**config.mk**
```make
export PLATFORM = sky130hd
export DESIGN_NAME = des_key_verifier
export DESIGN_NICKNAME = d
export VERILOG_FILES = /design/src/rtl/des_pkg.sv /design/src/rtl/des_f.sv /design/src/rtl/des_key_verifier.sv
export SDC_FILE = /design/constraint.sdc
export NUM_CORES = 1
export LEC_CHECK = 0
export CORE_MARGIN = 1.5
export CORE_UTILIZATION = 40
export CTS_CLUSTER_DIAMETER = 120
export DETAILED_ROUTE_END_ITERATION = 12
export PLACE_DENSITY = 0.74
export REMOVE_ABC_BUFFERS = 1
export SLEW_MARGIN = 0
export SYNTH_ARGS = -nofsm -noshare
export SYNTH_HDL_FRONTEND = slang
export SYNTH_SLANG_ARGS = --single-unit
```
**constraint.sdc**
```tcl
create_clock -name clk -period 4.7 [get_ports clk]
set_clock_uncertainty 0.05 [all_clocks]
set_input_delay 0.94 -clock clk [delete_from_list [all_inputs] [get_ports clk]]
set_output_delay 0.94 -clock clk [all_outputs]
set_load 0.02 [all_outputs]
```
**src/rtl/des_pkg.sv**
```systemverilog
// DES tables, state/block types and bit-permutation helpers for the key verifier.
// Table entries use DES bit numbering: bit 1 is the MSB of each word.
package des_pkg;

  typedef logic [63:0] des_block_t;
  typedef enum logic [1:0] {IDLE, ROUND, FINAL} des_state_t;

  localparam int IP_TAB [64] = '{
    58, 50, 42, 34, 26, 18, 10, 2,  60, 52, 44, 36, 28, 20, 12, 4,
    62, 54, 46, 38, 30, 22, 14, 6,  64, 56, 48, 40, 32, 24, 16, 8,
    57, 49, 41, 33, 25, 17,  9, 1,  59, 51, 43, 35, 27, 19, 11, 3,
    61, 53, 45, 37, 29, 21, 13, 5,  63, 55, 47, 39, 31, 23, 15, 7};

  localparam int FP_TAB [64] = '{
    40, 8, 48, 16, 56, 24, 64, 32,  39, 7, 47, 15, 55, 23, 63, 31,
    38, 6, 46, 14, 54, 22, 62, 30,  37, 5, 45, 13, 53, 21, 61, 29,
    36, 4, 44, 12, 52, 20, 60, 28,  35, 3, 43, 11, 51, 19, 59, 27,
    34, 2, 42, 10, 50, 18, 58, 26,  33, 1, 41,  9, 49, 17, 57, 25};

  localparam int E_TAB [48] = '{
    32,  1,  2,  3,  4,  5,   4,  5,  6,  7,  8,  9,
     8,  9, 10, 11, 12, 13,  12, 13, 14, 15, 16, 17,
    16, 17, 18, 19, 20, 21,  20, 21, 22, 23, 24, 25,
    24, 25, 26, 27, 28, 29,  28, 29, 30, 31, 32,  1};

  localparam int P_TAB [32] = '{
    16,  7, 20, 21, 29, 12, 28, 17,   1, 15, 23, 26,  5, 18, 31, 10,
     2,  8, 24, 14, 32, 27,  3,  9,  19, 13, 30,  6, 22, 11,  4, 25};

  localparam int PC1_TAB [56] = '{
    57, 49, 41, 33, 25, 17,  9,   1, 58, 50, 42, 34, 26, 18,
    10,  2, 59, 51, 43, 35, 27,  19, 11,  3, 60, 52, 44, 36,
    63, 55, 47, 39, 31, 23, 15,   7, 62, 54, 46, 38, 30, 22,
    14,  6, 61, 53, 45, 37, 29,  21, 13,  5, 28, 20, 12,  4};

  localparam int PC2_TAB [48] = '{
    14, 17, 11, 24,  1,  5,   3, 28, 15,  6, 21, 10,
    23, 19, 12,  4, 26,  8,  16,  7, 27, 20, 13,  2,
    41, 52, 31, 37, 47, 55,  30, 40, 51, 45, 33, 48,
    44, 49, 39, 56, 34, 53,  46, 42, 50, 36, 29, 32};

  // Right-rotate applied to C/D before each decrypt round forms its subkey.
  localparam int ROT_SCHED [16] = '{0, 1, 2, 2, 2, 2, 2, 2, 1, 2, 2, 2, 2, 2, 2, 1};

  // Indexed [box][row*16 + col].
  localparam int SBOX [8][64] = '{
    '{14,  4, 13,  1,  2, 15, 11,  8,  3, 10,  6, 12,  5,  9,  0,  7,
       0, 15,  7,  4, 14,  2, 13,  1, 10,  6, 12, 11,  9,  5,  3,  8,
       4,  1, 14,  8, 13,  6,  2, 11, 15, 12,  9,  7,  3, 10,  5,  0,
      15, 12,  8,  2,  4,  9,  1,  7,  5, 11,  3, 14, 10,  0,  6, 13},
    '{15,  1,  8, 14,  6, 11,  3,  4,  9,  7,  2, 13, 12,  0,  5, 10,
       3, 13,  4,  7, 15,  2,  8, 14, 12,  0,  1, 10,  6,  9, 11,  5,
       0, 14,  7, 11, 10,  4, 13,  1,  5,  8, 12,  6,  9,  3,  2, 15,
      13,  8, 10,  1,  3, 15,  4,  2, 11,  6,  7, 12,  0,  5, 14,  9},
    '{10,  0,  9, 14,  6,  3, 15,  5,  1, 13, 12,  7, 11,  4,  2,  8,
      13,  7,  0,  9,  3,  4,  6, 10,  2,  8,  5, 14, 12, 11, 15,  1,
      13,  6,  4,  9,  8, 15,  3,  0, 11,  1,  2, 12,  5, 10, 14,  7,
       1, 10, 13,  0,  6,  9,  8,  7,  4, 15, 14,  3, 11,  5,  2, 12},
    '{ 7, 13, 14,  3,  0,  6,  9, 10,  1,  2,  8,  5, 11, 12,  4, 15,
      13,  8, 11,  5,  6, 15,  0,  3,  4,  7,  2, 12,  1, 10, 14,  9,
      10,  6,  9,  0, 12, 11,  7, 13, 15,  1,  3, 14,  5,  2,  8,  4,
       3, 15,  0,  6, 10,  1, 13,  8,  9,  4,  5, 11, 12,  7,  2, 14},
    '{ 2, 12,  4,  1,  7, 10, 11,  6,  8,  5,  3, 15, 13,  0, 14,  9,
      14, 11,  2, 12,  4,  7, 13,  1,  5,  0, 15, 10,  3,  9,  8,  6,
       4,  2,  1, 11, 10, 13,  7,  8, 15,  9, 12,  5,  6,  3,  0, 14,
      11,  8, 12,  7,  1, 14,  2, 13,  6, 15,  0,  9, 10,  4,  5,  3},
    '{12,  1, 10, 15,  9,  2,  6,  8,  0, 13,  3,  4, 14,  7,  5, 11,
      10, 15,  4,  2,  7, 12,  9,  5,  6,  1, 13, 14,  0, 11,  3,  8,
       9, 14, 15,  5,  2,  8, 12,  3,  7,  0,  4, 10,  1, 13, 11,  6,
       4,  3,  2, 12,  9,  5, 15, 10, 11, 14,  1,  7,  6,  0,  8, 13},
    '{ 4, 11,  2, 14, 15,  0,  8, 13,  3, 12,  9,  7,  5, 10,  6,  1,
      13,  0, 11,  7,  4,  9,  1, 10, 14,  3,  5, 12,  2, 15,  8,  6,
       1,  4, 11, 13, 12,  3,  7, 14, 10, 15,  6,  8,  0,  5,  9,  2,
       6, 11, 13,  8,  1,  4, 10,  7,  9,  5,  0, 15, 14,  2,  3, 12},
    '{13,  2,  8,  4,  6, 15, 11,  1, 10,  9,  3, 14,  5,  0, 12,  7,
       1, 15, 13,  8, 10,  3,  7,  4, 12,  5,  6, 11,  0, 14,  9,  2,
       7, 11,  4,  1,  9, 12, 14,  2,  0,  6, 10, 13, 15,  3,  5,  8,
       2,  1, 14,  7,  4, 10,  8, 13, 15, 12,  9,  0,  3,  5,  6, 11}};

  function automatic des_block_t ip_perm(input des_block_t x);
    des_block_t y;
    for (int i = 0; i < 64; i++) y[6'(63 - i)] = x[6'(64 - IP_TAB[i])];
    return y;
  endfunction

  function automatic des_block_t fp_perm(input des_block_t x);
    des_block_t y;
    for (int i = 0; i < 64; i++) y[6'(63 - i)] = x[6'(64 - FP_TAB[i])];
    return y;
  endfunction

  function automatic logic [47:0] e_expand(input logic [31:0] x);
    logic [47:0] y;
    for (int i = 0; i < 48; i++) y[6'(47 - i)] = x[5'(32 - E_TAB[i])];
    return y;
  endfunction

  function automatic logic [31:0] p_perm(input logic [31:0] x);
    logic [31:0] y;
    for (int i = 0; i < 32; i++) y[5'(31 - i)] = x[5'(32 - P_TAB[i])];
    return y;
  endfunction

  function automatic logic [55:0] pc1_perm(input des_block_t x);
    logic [55:0] y;
    for (int i = 0; i < 56; i++) y[6'(55 - i)] = x[6'(64 - PC1_TAB[i])];
    return y;
  endfunction

  function automatic logic [47:0] pc2_perm(input logic [55:0] x);
    logic [47:0] y;
    for (int i = 0; i < 48; i++) y[6'(47 - i)] = x[6'(56 - PC2_TAB[i])];
    return y;
  endfunction

  function automatic logic [27:0] rotr28(input logic [27:0] x, input int n);
    case (n)
      1:       return {x[0], x[27:1]};
      2:       return {x[1:0], x[27:2]};
      default: return x;
    endcase
  endfunction

endpackage

```
**src/rtl/des_f.sv**
```systemverilog
// DES round function: E-expansion, subkey mix, S-box substitution and P permutation.
module des_f
  import des_pkg::*;
(
  input  logic [31:0] r,
  input  logic [47:0] subkey,
  output logic [31:0] f
);

  logic [47:0] x;
  logic [31:0] s_out;

  assign x = e_expand(r) ^ subkey;

  // Outer bits select the row, inner four bits the column.
  for (genvar gi = 0; gi < 8; gi++) begin : g_sbox
    logic [5:0] b;
    assign b = x[47 - 6*gi -: 6];
    assign s_out[31 - 4*gi -: 4] = 4'(SBOX[gi][{b[5], b[0], b[4:1]}]);
  end

  assign f = p_perm(s_out);

endmodule

```
**src/rtl/des_key_verifier.sv**
```systemverilog
// Iterative DES decryptor confirming a candidate key against a known plaintext.
// Define DES_VERIFY_PARITY_EN to add the ParityErr output and gate Match on key parity.
module des_key_verifier
  import des_pkg::*;
#(
  parameter int ROUNDS_PER_CYCLE = 1
) (
  input  logic        clk,
  input  logic        reset,
  input  logic        Start,
  input  logic [63:0] Key,
  input  logic [63:0] ciphertext,
  input  logic [63:0] plaintext,
  output logic        Busy,
  output logic        Done,
  output logic        Match,
  output logic [63:0] Recovered
`ifdef DES_VERIFY_PARITY_EN
  ,
  output logic        ParityErr
`endif
);

  localparam int RPC = ROUNDS_PER_CYCLE;

  if (RPC != 1 && RPC != 2 && RPC != 4) begin : g_bad_rpc
    $error("des_key_verifier: ROUNDS_PER_CYCLE must be 1, 2 or 4");
  end

  des_state_t  state_reg;
  logic [4:0]  cnt_reg;
  logic [31:0] l_reg, r_reg;
  logic [27:0] c_reg, d_reg;
  des_block_t  pt_reg;
  des_block_t  rec_reg;
  logic        busy_reg, done_reg, match_reg;
  logic        perr_reg;
  logic        key_perr;
  des_block_t  fp_out;

  logic [31:0] l_st [RPC+1];
  logic [31:0] r_st [RPC+1];
  logic [27:0] c_st [RPC+1];
  logic [27:0] d_st [RPC+1];

  assign l_st[0] = l_reg;
  assign r_st[0] = r_reg;
  assign c_st[0] = c_reg;
  assign d_st[0] = d_reg;

  // Each stage rotates C/D for its own round before deriving the subkey.
  for (genvar gi = 0; gi < RPC; gi++) begin : g_round
    logic [3:0]  rnd;
    logic [27:0] c_rot, d_rot;
    logic [47:0] subkey;
    logic [31:0] f_out;

    assign rnd    = cnt_reg[3:0] + 4'(gi);
    assign c_rot  = rotr28(c_st[gi], ROT_SCHED[rnd]);
    assign d_rot  = rotr28(d_st[gi], ROT_SCHED[rnd]);
    assign subkey = pc2_perm({c_rot, d_rot});

    des_f u_f (
      .r      (r_st[gi]),
      .subkey (subkey),
      .f      (f_out)
    );

    assign l_st[gi+1] = r_st[gi];
    assign r_st[gi+1] = l_st[gi] ^ f_out;
    assign c_st[gi+1] = c_rot;
    assign d_st[gi+1] = d_rot;
  end

`ifdef DES_VERIFY_PARITY_EN
  logic [7:0] byte_even;
  for (genvar gi = 0; gi < 8; gi++) begin : g_parity
    assign byte_even[gi] = ~^Key[8*gi +: 8];
  end
  assign key_perr  = |byte_even;
  assign ParityErr = perr_reg;
`else
  assign key_perr = 1'b0;
`endif

  assign fp_out = fp_perm({r_reg, l_reg});

  always_ff @(posedge clk or negedge reset) begin
    if (!reset) begin
      state_reg <= IDLE;
      cnt_reg   <= '0;
      l_reg     <= '0;
      r_reg     <= '0;
      c_reg     <= '0;
      d_reg     <= '0;
      pt_reg    <= '0;
      rec_reg   <= '0;
      busy_reg  <= 1'b0;
      done_reg  <= 1'b0;
      match_reg <= 1'b0;
      perr_reg  <= 1'b0;
    end else begin
      done_reg <= 1'b0;
      case (state_reg)
        IDLE: begin
          if (Start) begin
            {l_reg, r_reg} <= ip_perm(ciphertext);
            {c_reg, d_reg} <= pc1_perm(Key);
            pt_reg         <= plaintext;
            perr_reg       <= key_perr;
            cnt_reg        <= '0;
            busy_reg       <= 1'b1;
            state_reg      <= ROUND;
          end
        end
        ROUND: begin
          l_reg   <= l_st[RPC];
          r_reg   <= r_st[RPC];
          c_reg   <= c_st[RPC];
          d_reg   <= d_st[RPC];
          cnt_reg <= cnt_reg + 5'(RPC);
          if (cnt_reg == 5'(16 - RPC)) state_reg <= FINAL;
        end
        FINAL: begin
          rec_reg   <= fp_out;
          match_reg <= (fp_out == pt_reg) && !perr_reg;
          done_reg  <= 1'b1;
          busy_reg  <= 1'b0;
          state_reg <= IDLE;
        end
        default: state_reg <= IDLE;
      endcase
    end
  end

  assign Busy      = busy_reg;
  assign Done      = done_reg;
  assign Match     = match_reg;
  assign Recovered = rec_reg;

endmodule

```
==> impl_results.md <==
* Run status: completed
* Proportion of layout cells with a drive suffix above 1 at 0.145
* Global-route track usage on met1 at 0.265
* Cell count after synthesis at 674
* Ranking of synthesized cells by area: sky130_fd_sc_hd__dfrtp_1 40%, sky130_fd_sc_hd__mux2_2 8.7%, sky130_fd_sc_hd__buf_4 5.3%
* Number of fill cells in the layout at between 1500 and 2000
* First-pass GRT wire length at 26.3 mm
* Die H at 134 um
* Mean post-synth cell area at just over 10 um^2
* Post-route cell area at 7820 um^2
* F_max at about 240 MHz
* GRT overflow at 0
* Startpoint Class: register
* Number of antenna diodes at 0
* Cell taking the most area after synthesis: sky130_fd_sc_hd__dfrtp_1
* All-layer global routing usage at 0.186
* Met3 track demand over resource in global routing at 0.0301
* Simple-gate share of the synthesized area at 0.0921
* Area enclosed by the die boundary at approximately 18000 um^2
* Number of max-cap violations at 0
* Growth of design area from synthesis to finish at 14.7%
* Number of sinks driven by the clock tree at 110
* Largest family of logic cells by synthesized area: compound AO/OA/AOI/OAI gates
* Worst Setup End Kind: register
* Count of distinct cell types in the synthesized netlist at 66
* Final ANT Viol Nets at 0
* Starting Density at 0.410
* Class of the tightest hold or removal check: reg -> reg
* Via total after detailed routing at approximately 5300
* Shortest period the worst path allows at 4130 ps
* Buffers and inverters on the worst path at 1
* Number of flops mapped to enable cells by yosys at 0
* Per-cell routed wire length at 16.8 um
* Synth Register Bits at 110
* CTS max path bufs at 2
* Critical path required time at 4900 ps
* Total negative setup slack at 0 ps
* Number of top-level pins at between 200 and 300
* Area post-placement at 7510 um^2
* CTS clock-pin slew for the worst setup and hold paths at 80 ps
* Detailed-route wire length at 16.0 mm
* Dominant cell type by count on the critical path: sky130_fd_sc_hd__ha_1
* Final core utilization at 0.470
* Stage delay of the slowest cell on the critical path at between 400 and 500 ps
* Horizontal extent of the die at 134 um
* H-Tree Depth at 3
* Most frequent cell after synthesis: sky130_fd_sc_hd__dfrtp_1
* Final hold viol count at 0
* Most used standard cells in the synthesized netlist: 110 x sky130_fd_sc_hd__dfrtp_1, 55 x sky130_fd_sc_hd__nand2_1, 53 x sky130_fd_sc_hd__mux2_2
* Compound-Gate Fraction of Synth Area at 0.198
* HPWL after DPL at around 11 mm
* Met2 GRT Util at 0.283
* Number of global-route vias before repair at ~5000
* Number of flip-flops under the largest register name at 28
* Largest fanout on the critical path at 10
* Max-slew violation count at 0
* Number of antenna violations at the first check in global routing at 0
* Number of remaining DRC errors at 0
* Yosys Warn Count at 0
* Fraction of registers with async set or reset after synthesis at 1.00
* Final setup violation count at 0
* Clock latency at the later pin of the worst-skew pair at around 370 ps
* Cell at the root of the clock tree: sky130_fd_sc_hd__clkbuf_16
* Clock tree from TritonCTS: built
* GR peak layer: met2
* Xor-xnor portion of the synthesized cell area at 0.0550
* Worst EP arrival at 4330 ps
* Worst rel slew slack at 0.286
* Placer Congestion at roughly 0.85
* Hold-fix buffer count after cts at 0
* Inserted Clock Buffers at 9
* Number of optimization iterations in the first detailed-route pass at 5
* Worst Max-Slew Pin Slew at around 1100 ps
* Kind of cell adding the most delay to the critical path: compound AO/OA/AOI/OAI gates
* Worst path cell trace: inv_1 > ha_1 > a21oi_1 > nor2_1 > nor2_1 > ha_1 > a221oi_1 > nor3_1 > or2_0 > ha_1 > a221o_1 > a221oi_1 > o21ai_1 > a211oi_2 > xnor2_1 > o21ai_1
* Maximum number of pins on one net before global-route repair at 73
* Row Count at 47
* Fraction of synthesized area in multiplexers at 0.112
* Startpoint-to-endpoint class of the critical path: reg -> reg
* Resized cells post-CTS at 0
* Vias per Instance at 5.53
* Nets at 945
* Final hold slack at 443 ps
* Share of synthesized cell area in full adder, half adder and majority cells at 0.0458
* Unrepaired setup endpoints after global routing: false
* Drt first-iter violations at about 460
* Cell area after synthesis at about 7000 um^2
* Share of the cycle needed by the critical path after routing at 0.878
* Main synth FF type: sky130_fd_sc_hd__dfrtp_1
* Post-CTS setup repair buffer count at 0
* Sequential area share after synthesis at 0.403
* Post-synth top area share at 0.403
* Total core area at 16600 um^2
* I/O Buffers at 65
* Slowest stage cell, crit path: sky130_fd_sc_hd__dfrtp_1
final timing paths:
kind	cells after the start	slack (ps)	from	end
min reg2reg	2	440	cnt_reg[4]	cnt_reg[4]
min	2	440	cnt_reg[4]	cnt_reg[4]
max in group asynchronous	2	3080	reset	l_reg[12]
max	16	570	cnt_reg[0]	r_reg[10]
max reg2reg	16	570	cnt_reg[0]	r_reg[10]
min in group asynchronous	1	680	reset	cnt_reg[0]
layout by cell type (no fill, tap or decap), types with 5 or more instances in the layout:
master and instances:
sky130_fd_sc_hd__nand2_1 55, sky130_fd_sc_hd__nor2b_1 6, sky130_fd_sc_hd__o22ai_1 9, sky130_fd_sc_hd__mux2i_1 11, sky130_fd_sc_hd__a221oi_1 7, sky130_fd_sc_hd__ha_1 25
sky130_fd_sc_hd__nor2_1 21, sky130_fd_sc_hd__nand3_1 13, sky130_fd_sc_hd__nand4_1 5, sky130_fd_sc_hd__a21oi_1 20, sky130_fd_sc_hd__xnor2_1 11, sky130_fd_sc_hd__clkbuf_16 9
sky130_fd_sc_hd__clkdlybuf4s50_1 64, sky130_fd_sc_hd__buf_4 16, sky130_fd_sc_hd__dfrtp_1 110, sky130_fd_sc_hd__o211ai_1 5, sky130_fd_sc_hd__nor4_1 5, sky130_fd_sc_hd__a22oi_1 16
sky130_fd_sc_hd__a211oi_1 5, sky130_fd_sc_hd__xor2_1 25, sky130_fd_sc_hd__a22o_1 23, sky130_fd_sc_hd__inv_1 19, sky130_fd_sc_hd__a221o_1 15, sky130_fd_sc_hd__nor3_1 7
sky130_fd_sc_hd__conb_1 48, sky130_fd_sc_hd__o21ai_0 36, sky130_fd_sc_hd__mux2_2 53, sky130_fd_sc_hd__a31oi_1 5, sky130_fd_sc_hd__o22a_1 7, sky130_fd_sc_hd__o21ai_1 15
tightest hold or removal path: stages (launching register included):
cell	delay, ps
sky130_fd_sc_hd__dfrtp_1	340
sky130_fd_sc_hd__nand2_1	50
sky130_fd_sc_hd__o21ai_0	70
cells by family after synthesis:
group | Yosys count
buf+inv | 110
flops | 110
simple gates | 132
other cells | 1
mux | 67
compound gates | 190
fa+ha+maj | 25
xor+xnor | 39
stage by stage:
stage	std cells	worst slack (ps)
floorplan	634	576
global placement	934	617
detailed placement	934	652
CTS	950	644
global route	950	283
finish	950	571
routing by layer:
metal | vias to the layer above | part of all wire
met1 | 2578 | 0.47
met5 | - | 0
li1 | 2464 | -
met3 | 23 | 0.051
met4 | 0 | 0.019
met2 | 189 | 0.46
cell type report:
type | count | area, um^2 | area share
clock inverter | 6 | 75.1 | 0.00960
clock buffer | 10 | 239 | 0.0305
sequential | 110 | 2750 | 0.352
tap | 220 | 275 | 0.0352
timing repair buffer | 80 | 761 | 0.0972
multi-input combinational | 501 | 3630 | 0.465
inverter | 23 | 86.3 | 0.0110
Power is left out: the tool's default activity adds up to more than one toggle a clock period on the data nets, which glitch-free logic cannot reach.
